$ cat config.mk
export PLATFORM = sky130hd
export DESIGN_NAME = wb_gpio_arbiter
export DESIGN_NICKNAME = d
export VERILOG_FILES = /design/src/rtl/wb_gpio_arbiter.sv
export SDC_FILE = /design/constraint.sdc
export NUM_CORES = 1
export LEC_CHECK = 0
export CORE_MARGIN = 2
export CORE_UTILIZATION = 41
export CTS_CLUSTER_DIAMETER = 80
export DETAILED_ROUTE_END_ITERATION = 10
export PLACE_DENSITY = 0.8
export SLEW_MARGIN = 20
export SYNTH_ARGS = -nofsm -noshare
export SYNTH_HDL_FRONTEND = slang
export SYNTH_SLANG_ARGS = --single-unit
$ cat constraint.sdc
create_clock -name i_clk -period 1.7 [get_ports i_clk]
set_input_delay 0.34 -clock i_clk [delete_from_list [all_inputs] [get_ports i_clk]]
set_output_delay 0.34 -clock i_clk [all_outputs]
set_load 0.005 [all_outputs]
$ cat src/rtl/wb_gpio_arbiter.sv
// Two-master round-robin Wishbone arbiter and sequencer for the 8-bit GPIO slave (adr 0 data, adr 1 dir).
// Define WB_GPIO_ARB_TIMEOUT_EN to end a stalled transfer with an error after TIMEOUT_CYCLES cycles.
module wb_gpio_arbiter #(
  parameter logic RESET_PRIO     = 1'b0,
  parameter int   TIMEOUT_CYCLES = 16
) (
  input  logic        i_clk,
  input  logic        i_reset_n,
  input  logic [1:0]  m_cyc_i,
  input  logic [1:0]  m_stb_i,
  input  logic [1:0]  m_we_i,
  input  logic [1:0]  m_adr_i,
  input  logic [15:0] m_dat_i,
  output logic [7:0]  m_dat_o,
  output logic [1:0]  m_ack_o,
  output logic [1:0]  m_err_o,
  output logic [1:0]  o_grant,
  output logic        s_cyc_o,
  output logic        s_stb_o,
  output logic        s_we_o,
  output logic        s_adr_o,
  output logic [7:0]  s_dat_o,
  output logic [2:0]  s_cti_o,
  output logic [1:0]  s_bte_o,
  input  logic [7:0]  s_dat_i,
  input  logic        s_ack_i,
  input  logic        s_err_i
);

  typedef enum logic [1:0] {IDLE, XFER, CAPT, RESP} state_t;

  state_t     state, state_nx;
  logic       prio, prio_nx;
  logic [1:0] grant_nx, ack_nx, err_nx;
  logic       cyc_nx, we_nx, adr_nx;
  logic [7:0] sdat_nx, mdat_nx;
  logic [1:0] req;
  logic       pick, cur, owner_cyc, timeout;

  assign s_cti_o   = 3'b000;
  assign s_bte_o   = 2'b00;
  assign s_stb_o   = s_cyc_o;
  assign req       = m_cyc_i & m_stb_i;
  assign cur       = o_grant[1];
  assign owner_cyc = |(o_grant & m_cyc_i);

`ifdef WB_GPIO_ARB_TIMEOUT_EN
  localparam int CW = (TIMEOUT_CYCLES > 2) ? $clog2(TIMEOUT_CYCLES) : 1;
  logic [CW-1:0] tmo_cnt;

  // Counts completed XFER cycles; zero on the first XFER cycle of every transfer.
  always_ff @(posedge i_clk) begin
    if (!i_reset_n || state != XFER) tmo_cnt <= '0;
    else                             tmo_cnt <= tmo_cnt + CW'(1);
  end

  assign timeout = (tmo_cnt == CW'(TIMEOUT_CYCLES - 1));
`else
  assign timeout = 1'b0;
`endif

  always_comb begin
    state_nx = state;
    prio_nx  = prio;
    grant_nx = o_grant;
    ack_nx   = 2'b00;
    err_nx   = 2'b00;
    cyc_nx   = s_cyc_o;
    we_nx    = s_we_o;
    adr_nx   = s_adr_o;
    sdat_nx  = s_dat_o;
    mdat_nx  = m_dat_o;
    pick     = (req == 2'b11) ? prio : req[1];
    case (state)
      IDLE: begin
        if (|req) begin
          grant_nx = pick ? 2'b10 : 2'b01;
          we_nx    = m_we_i[pick];
          adr_nx   = m_adr_i[pick];
          sdat_nx  = pick ? m_dat_i[15:8] : m_dat_i[7:0];
          cyc_nx   = 1'b1;
          state_nx = XFER;
        end
      end
      XFER: begin
        // A granted master abandoning its cycle wins over any slave response.
        if (!owner_cyc) begin
          cyc_nx   = 1'b0;
          grant_nx = 2'b00;
          prio_nx  = ~cur;
          state_nx = IDLE;
        end else if (s_err_i) begin
          cyc_nx   = 1'b0;
          err_nx   = o_grant;
          state_nx = RESP;
        end else if (s_ack_i) begin
          cyc_nx = 1'b0;
          if (s_we_o) begin
            ack_nx   = o_grant;
            state_nx = RESP;
          end else begin
            state_nx = CAPT;
          end
        end else if (timeout) begin
          cyc_nx   = 1'b0;
          err_nx   = o_grant;
          state_nx = RESP;
        end
      end
      CAPT: begin
        if (!owner_cyc) begin
          grant_nx = 2'b00;
          prio_nx  = ~cur;
          state_nx = IDLE;
        end else begin
          mdat_nx  = s_dat_i;
          ack_nx   = o_grant;
          state_nx = RESP;
        end
      end
      RESP: begin
        grant_nx = 2'b00;
        prio_nx  = ~cur;
        state_nx = IDLE;
      end
      default: state_nx = IDLE;
    endcase
  end

  always_ff @(posedge i_clk) begin
    if (!i_reset_n) begin
      state   <= IDLE;
      prio    <= RESET_PRIO;
      o_grant <= 2'b00;
      m_ack_o <= 2'b00;
      m_err_o <= 2'b00;
      m_dat_o <= 8'h00;
      s_cyc_o <= 1'b0;
      s_we_o  <= 1'b0;
      s_adr_o <= 1'b0;
      s_dat_o <= 8'h00;
    end else begin
      state   <= state_nx;
      prio    <= prio_nx;
      o_grant <= grant_nx;
      m_ack_o <= ack_nx;
      m_err_o <= err_nx;
      m_dat_o <= mdat_nx;
      s_cyc_o <= cyc_nx;
      s_we_o  <= we_nx;
      s_adr_o <= adr_nx;
      s_dat_o <= sdat_nx;
    end
  end

endmodule

==> key figures, run 1 <==
Final layout
  • Fin nets: 276
  • Syn-to-layout area delta: 49.1%
  • Antenna diode instance count: 0
  • Layout cells sized above 1: 13.2%

Yosys
  • Post-synth top area share: 38.0%
  • YS warnings: 0
  • Post-synth EDFFs: 0
  • Cells after Synth: 167
  • Synthesized area per cell: 8.83 sq um
  • Register area share after synthesis: 38.0%
  • Netlist cell types: 41
  • Synth area leaders: dfxtp_1 38%, a21oi_1 6.4%, ha_1 4.2%
  • Most used DFF post-synth: dfxtp_1
  • Yosys reg bits: 28
  • Asr flop ratio synth: 0%
  • Largest area contributor in the netlist: dfxtp_1
  • Post-Syn Area: 1480 sq um

Clock network
  • Reg clk slew, reported paths: 0.15 ns
  • CTS tree: yes
  • Total CTS buffers: 3
  • Sinks on Clock Net: 28
  • Worst-case clock buffer depth: 2
  • Post-CTS setup buffers: 0
  • Root Driver: clkbuf_4
  • Worst skew pair latency: 0.34 ns
  • H-Tree Depth: 1
  • Hold Buf Count CTS: 0

GRT
  • First-pass GRT wire length: 6530 um
  • GRT Overall Usage: 20.1%
  • Antenna violations before repair: 0
  • Largest net degree at the start of global routing: 20
  • Vias in the first global route: 1,451
  • Total grt overflow: 0

Setup path
  • Crit-path max FO: 6
  • Family with the most delay on the worst path: buffers and inverters
  • Slowest stage cell, crit path: clkdlybuf4s50_1
  • Reg2reg path depth: 5
  • Worst setup SP type: flop
  • Worst setup EP type: primary output
  • Setup CP Type: reg -> out
  • Critical Path RT: 1.36 ns
  • CP cell instances: clkdlybuf4s50_1
  • Worst path bufs/invs: 1
  • CP Data Arrival Time: 1.31 ns
  • Crit-path max cell delay: 0.52 ns
  • Crit path depth: 1

Timing
  • Max Slew Vio Count: 0
  • RSZ-0062 raised after global routing: no
  • Setup violations, final: 0
  • Fmax: 607 MHz
  • Final Hold Fails: 0
  • Clock skew: 0.00695 ns
  • Hold_ws: 0.486 ns
  • Tcrit/Tclk final: 96.9%
  • Final TNS setup: 0 ns
  • Minimum clock period: 1.65 ns

Pwr
  • Combinational fraction of design power: 30.8%
  • Total power: 1550 uW
  • Int Power: 1100 uW
  • PD cells: 706 nW/um^2
  • Max IR drop VDD: 0.340 mV
  • Sw Ratio: 29.1%
  • Clock share of power: 21.7%
  • Sequential power share: 47.5%
  • Switching power: 452 uW
  • Pleak: 0.000796 uW

Detailed routing
  • Via density: 5.50
  • 1st-iter DRT viols: 125
  • DRC: 0
  • Avg WL per Cell: 14.1 um
  • Vias: 1,539
  • DRT antenna net count: 0
  • Drt pass-1 iters: 4
  • Final wirelength: 3950 um

Job
  • MaxCap Viol Count: 0

Die
  • Top Ports: 67
  • Core area: 3390 sq um
  • Die area: 4090 sq um
  • Die Ht: 64.0 um
  • Die Span X: 64.0 um
  • Initial core utilization: 43.5%
  • Cell Rows: 21

Status
  • Status: finished clean

Placement
  • Hpwl dp: 3020 um
  • # port buffers: 61
  • GP Congestion: 0.802

Min path
  • Hold path depth: 2
  • Hold WC Path Type: reg -> reg
registers in the layout, summed over array words and instances, names as in the netlist:
signal,count
m_dat_o,8
s_dat_o,8
m_ack_o,2
m_err_o,2
o_grant,2
state,2
prio,1
s_adr_o,1
s_cyc_o,1
s_we_o,1
cells in the mapped netlist, drive strengths merged (2+ instances only):
cell	number
nand3	11
nand2	6
o21ai	20
buf	13
nor2	4
a22o	3
ha	5
inv	5
nand3b	2
a21oi	19
mux2i	3
a311oi	10
a22oi	2
nand2b	2
clkbuf	7
dfxtp	28
nand4	10
cells in the final DEF, fill, tap and decap left out, types with 2 or more instances in the layout:
master	count
conb_1	5
a311oi_1	7
nand3_1	11
o21ai_1	9
buf_4	18
nor2_1	4
a22o_1	3
a21oi_1	19
nand3b_1	2
nand2_1	6
clkbuf_4	3
clkdlybuf4s50_1	61
nand4_1	10
inv_1	5
dfxtp_2	2
ha_1	5
nand2b_1	2
mux2i_1	3
o21ai_0	11
dfxtp_1	26
a311oi_2	3
repair_timing:
action                     4_1_cts  5_1_grt
setup endpoints to repair        1        1
gates resized for setup          1        1
pin swaps                        0        0
cell type report:
cell class,count,area [sq um]
clock buffers,4,36.3
fillers,291,1190
inverters,6,22.5
multi-input cells,117,774
flip-flops and latches,28,563
well taps,46,57.6
repair buffers,79,746
stage by stage:
step | util, % | setup slack (ns) | cell area [sq um] | instances
CTS | 64.9 | 0.000509 | 2200 | 280
floorplan | - | 0.181 | 1490 | 171
global route | 64.9 | 0.0284 | 2200 | 280
detailed placement | 63.8 | -0.148 | 2160 | 276
finish | 64.9 | 0.0534 | 2200 | 280
global placement | 63.8 | -0.100 | 2160 | 276
logic make-up (layout without fill, tap and decap cells):
| group | after synthesis | in the layout | synth area share, % |
|---|---|---|---|
| flops | 28 | 28 | 38.0 |
| mux | 3 | 3 | 2.04 |
| fa+ha+maj | 5 | 5 | 4.24 |
| compound gates | 63 | 63 | 29.2 |
| buf+inv | 26 | 89 | 10.5 |
| other cells | 1 | 5 | 0.254 |
| simple gates | 41 | 41 | 15.8 |
power by group through the flow:
stage | clock (uW) | sequential (uW) | combinational [uW]
after floorplan | 0 | 746 | 249
final | 336 | 737 | 479
after detailed placement | 0 | 750 | 475
after CTS | 336 | 736 | 478
after global routing | 362 | 743 | 519
after global placement | 0 | 750 | 466
path summary, 6_finish.rpt:
| check | start | endpoint | slack (ns) |
|---|---|---|---|
| hold reg to reg | prio | prio | 0.49 |
| hold / removal | prio | prio | 0.49 |
| setup / recovery | o_grant[1] | o_grant[1] | 0.05 |
| setup reg to reg | state[1] | s_cyc_o | 0.14 |
routing by layer:
metal | vias to the layer above | share of wire, % | routed length, um | global-route usage (%)
met2 | 67 | 49 | 1920 | 34.8
met5 | - | 0 | 0 | 0
met3 | 5 | 6.5 | 258 | 3.17
li1 | 750 | - | - | -
met1 | 717 | 43 | 1720 | 24.5
met4 | 0 | 1.4 | 56 | 8.42
Power figures use the tool's default switching activity.
==> inputs of run 2 (changes only) <==
Settings changed: CAP_MARGIN set to 25.
==> results of run 2 <==
No change in the layout: final DEF, timing and power equal those of run 1.
==> inputs of run 3 (changes only) <==
Settings changed: CORE_ASPECT_RATIO set to 0.9, SKIP_CTS_REPAIR_TIMING set to 1.
==> key figures, run 3 (synthesis results as in run 1) <==
Status
  • Status: finished clean

Final layout
  • Largest registers: m_dat_o: 8 flops, s_dat_o: 8 flops
  • Most frequent cells in the layout: 61 x clkdlybuf4s50_1, 28 x dfxtp_1, 19 x a21oi_1
  • Commonest non-fill, non-tap cell in the layout: clkdlybuf4s50_1
  • Fin nets: 274 (-0.72%)
  • Layout cells sized above 1: 12.1% (-1.2 points)
  • Final std cells w/o fill: 276 (-1.4%)
  • Syn-to-layout area delta: 51.1%
  • Antenna diode instance count: 0 (unchanged)
  • Design Area, Final: 2230 sq um (+1.4%)

Detailed routing
  • Avg WL per Cell: 14.4 um (+2.3%)
  • DRT antenna net count: 0 (unchanged)
  • Via density: 5.33 (-3.0%)
  • 1st-iter DRT viols: 99 (-21%)
  • Drt pass-1 iters: 4 (unchanged)
  • Vias: 1,471 (-4.4%)
  • DRC: 0 (unchanged)
  • Final wirelength: 3990 um (+0.81%)

Min path
  • Hold WC Path Type: reg -> reg

Setup path
  • Worst path bufs/invs: 1 (unchanged)
  • CP Data Arrival Time: 1.32 ns (about the same)
  • Critical Path RT: 1.36 ns (about the same)
  • Crit-path max FO: 6 (unchanged)
  • Worst setup EP type: primary output
  • Family with the most delay on the worst path: buffers and inverters
  • Slowest stage cell, crit path: clkdlybuf4s50_1
  • Crit-path max cell delay: 0.55 ns (+0.03 ns)
  • Setup CP Type: reg -> out
  • Worst R2R Setup Slack: 0.08 ns (-0.06 ns)
  • CP cell instances: clkdlybuf4s50_1
  • Worst setup SP type: flop

Placement
  • GP Congestion: 0.868 (+8.3%)
  • # port buffers: 61 (unchanged)
  • Placed inst area: 2160 sq um (-0.23%)
  • Hpwl dp: 2980 um (-1.4%)
  • Dpl cells: 272 (-1.4%)

Timing
  • Max Slew Vio Count: 0 (unchanged)
  • Hold_ws: 0.480 ns (-0.00638 ns)
  • Clock skew: 0.00510 ns (-0.00185 ns)
  • Minimum clock period: 1.66 ns (+0.0147 ns)
  • Final TNS setup: 0 ns (unchanged)
  • Fmax: 602 MHz (-0.89%)
  • Final Hold Fails: 0 (unchanged)
  • RSZ-0062 raised after global routing: no
  • Setup violations, final: 0 (unchanged)
  • Tcrit/Tclk final: 97.7% (+0.87 points)

Pwr
  • Switching power: 471 uW (+4.0%)
  • Sw Ratio: 26.8% (-2.3 points)
  • Max IR drop VDD: 0.378 mV (+11%)
  • Int Power: 1280 uW (+17%)
  • Combinational fraction of design power: 27.5% (-3.3 points)
  • Pleak: 0.000806 uW (+1.3%)
  • PD cells: 787 nW/um^2 (+11%)
  • Clock share of power: 30.6% (+8.9 points)
  • Sequential power share: 41.9% (-5.6 points)

GRT
  • GRT Overall Usage: 20.3% (+0.19 points)
  • First-pass GRT wire length: 6220 um (-4.9%)
  • Total grt overflow: 0 (unchanged)
  • Grt met2 use: 33.2% (-1.5 points)
  • Vias in the first global route: 1,386 (-4.5%)
  • Met3 usage: 4.64% (+1.5 points)
  • Met1 usage: 26.0% (+1.5 points)
  • Grt peak-use layer: met2
  • Largest net degree at the start of global routing: 20 (unchanged)
  • Antenna violations before repair: 0 (unchanged)

Clock network
  • CTS tree: yes
  • H-Tree Depth: 1 (unchanged)
  • Worst skew pair latency: 0.29 ns (-0.05 ns)
  • Sinks on Clock Net: 28 (unchanged)
  • Worst-case clock buffer depth: 2 (unchanged)
  • Root Driver: clkbuf_8
  • Total CTS buffers: 3 (unchanged)
  • Reg clk slew, reported paths: 0.10 ns (-0.05 ns)

Job
  • MaxCap Viol Count: 0 (unchanged)

Die
  • Initial core utilization: 43.3% (-0.18 points)
  • Die Span X: 67.2 um (+5.1%)
  • Cell Rows: 20 (-4.8%)
  • Die area: 4090 sq um (about the same)
  • Top Ports: 67 (unchanged)
  • Die Ht: 60.9 um (-4.8%)
  • Core area: 3400 sq um (+0.41%)
==> run 3: worst paths after layout <==
check	startpoint	to	cells past startpoint
min reg2reg	prio	prio	2
max reg2reg	state[0]	s_cyc_o	4
min	prio	prio	2
max	o_grant[1]	o_grant[1]	1
==> run 3: layer usage <==
| layer | vias to the layer above | wire length [um] |
|---|---|---|
| li1 | 745 | - |
| met1 | 671 | 1820 |
| met2 | 53 | 1900 |
| met3 | 2 | 250 |
| met4 | 0 | 17 |
| met5 | - | 0 |
==> run 3: cell type report <==
cell class	count	area [sq um]
Clock buffer	3	41.3
Sequential cell	28	561
Inverter	6	22.5
Tap cell	44	55.1
Fill cell	322	1170
Clock inverter	1	30.0
Timing Repair Buffer	77	743
Multi-Input combinational cell	117	777
==> run 3: through the flow <==
stage / utilization, % / total power (uW) / setup WS, ns
floorplan: - / 995 / 0.181
detailed placement: 63.3 / 1230 / -0.117
finish: 65.5 / 1750 / 0.0387
global route: 65.5 / 1820 / 0.000614
global placement: 63.3 / 1220 / -0.0893
CTS: 65.4 / 1760 / 0.0465
==> run 3: power groups by stage <==
stage / combinational (uW) / sequential [uW] / clock [uW]
2_1_floorplan: 249 / 746 / 0
3_3_place_gp: 468 / 750 / 0
3_5_place_dp: 476 / 750 / 0
4_1_cts: 479 / 735 / 542
5_1_grt: 524 / 741 / 557
6_report: 482 / 735 / 537
==> run 3: worst reg2reg max path: cells and delay by family, from the launching register on <==
family                     cells  cell delay [ns]
adders and majority gates      1             0.25
and+or+nand+nor                1             0.41
AOI/OAI and AO/OA              2             0.46
DFF                            1             0.42
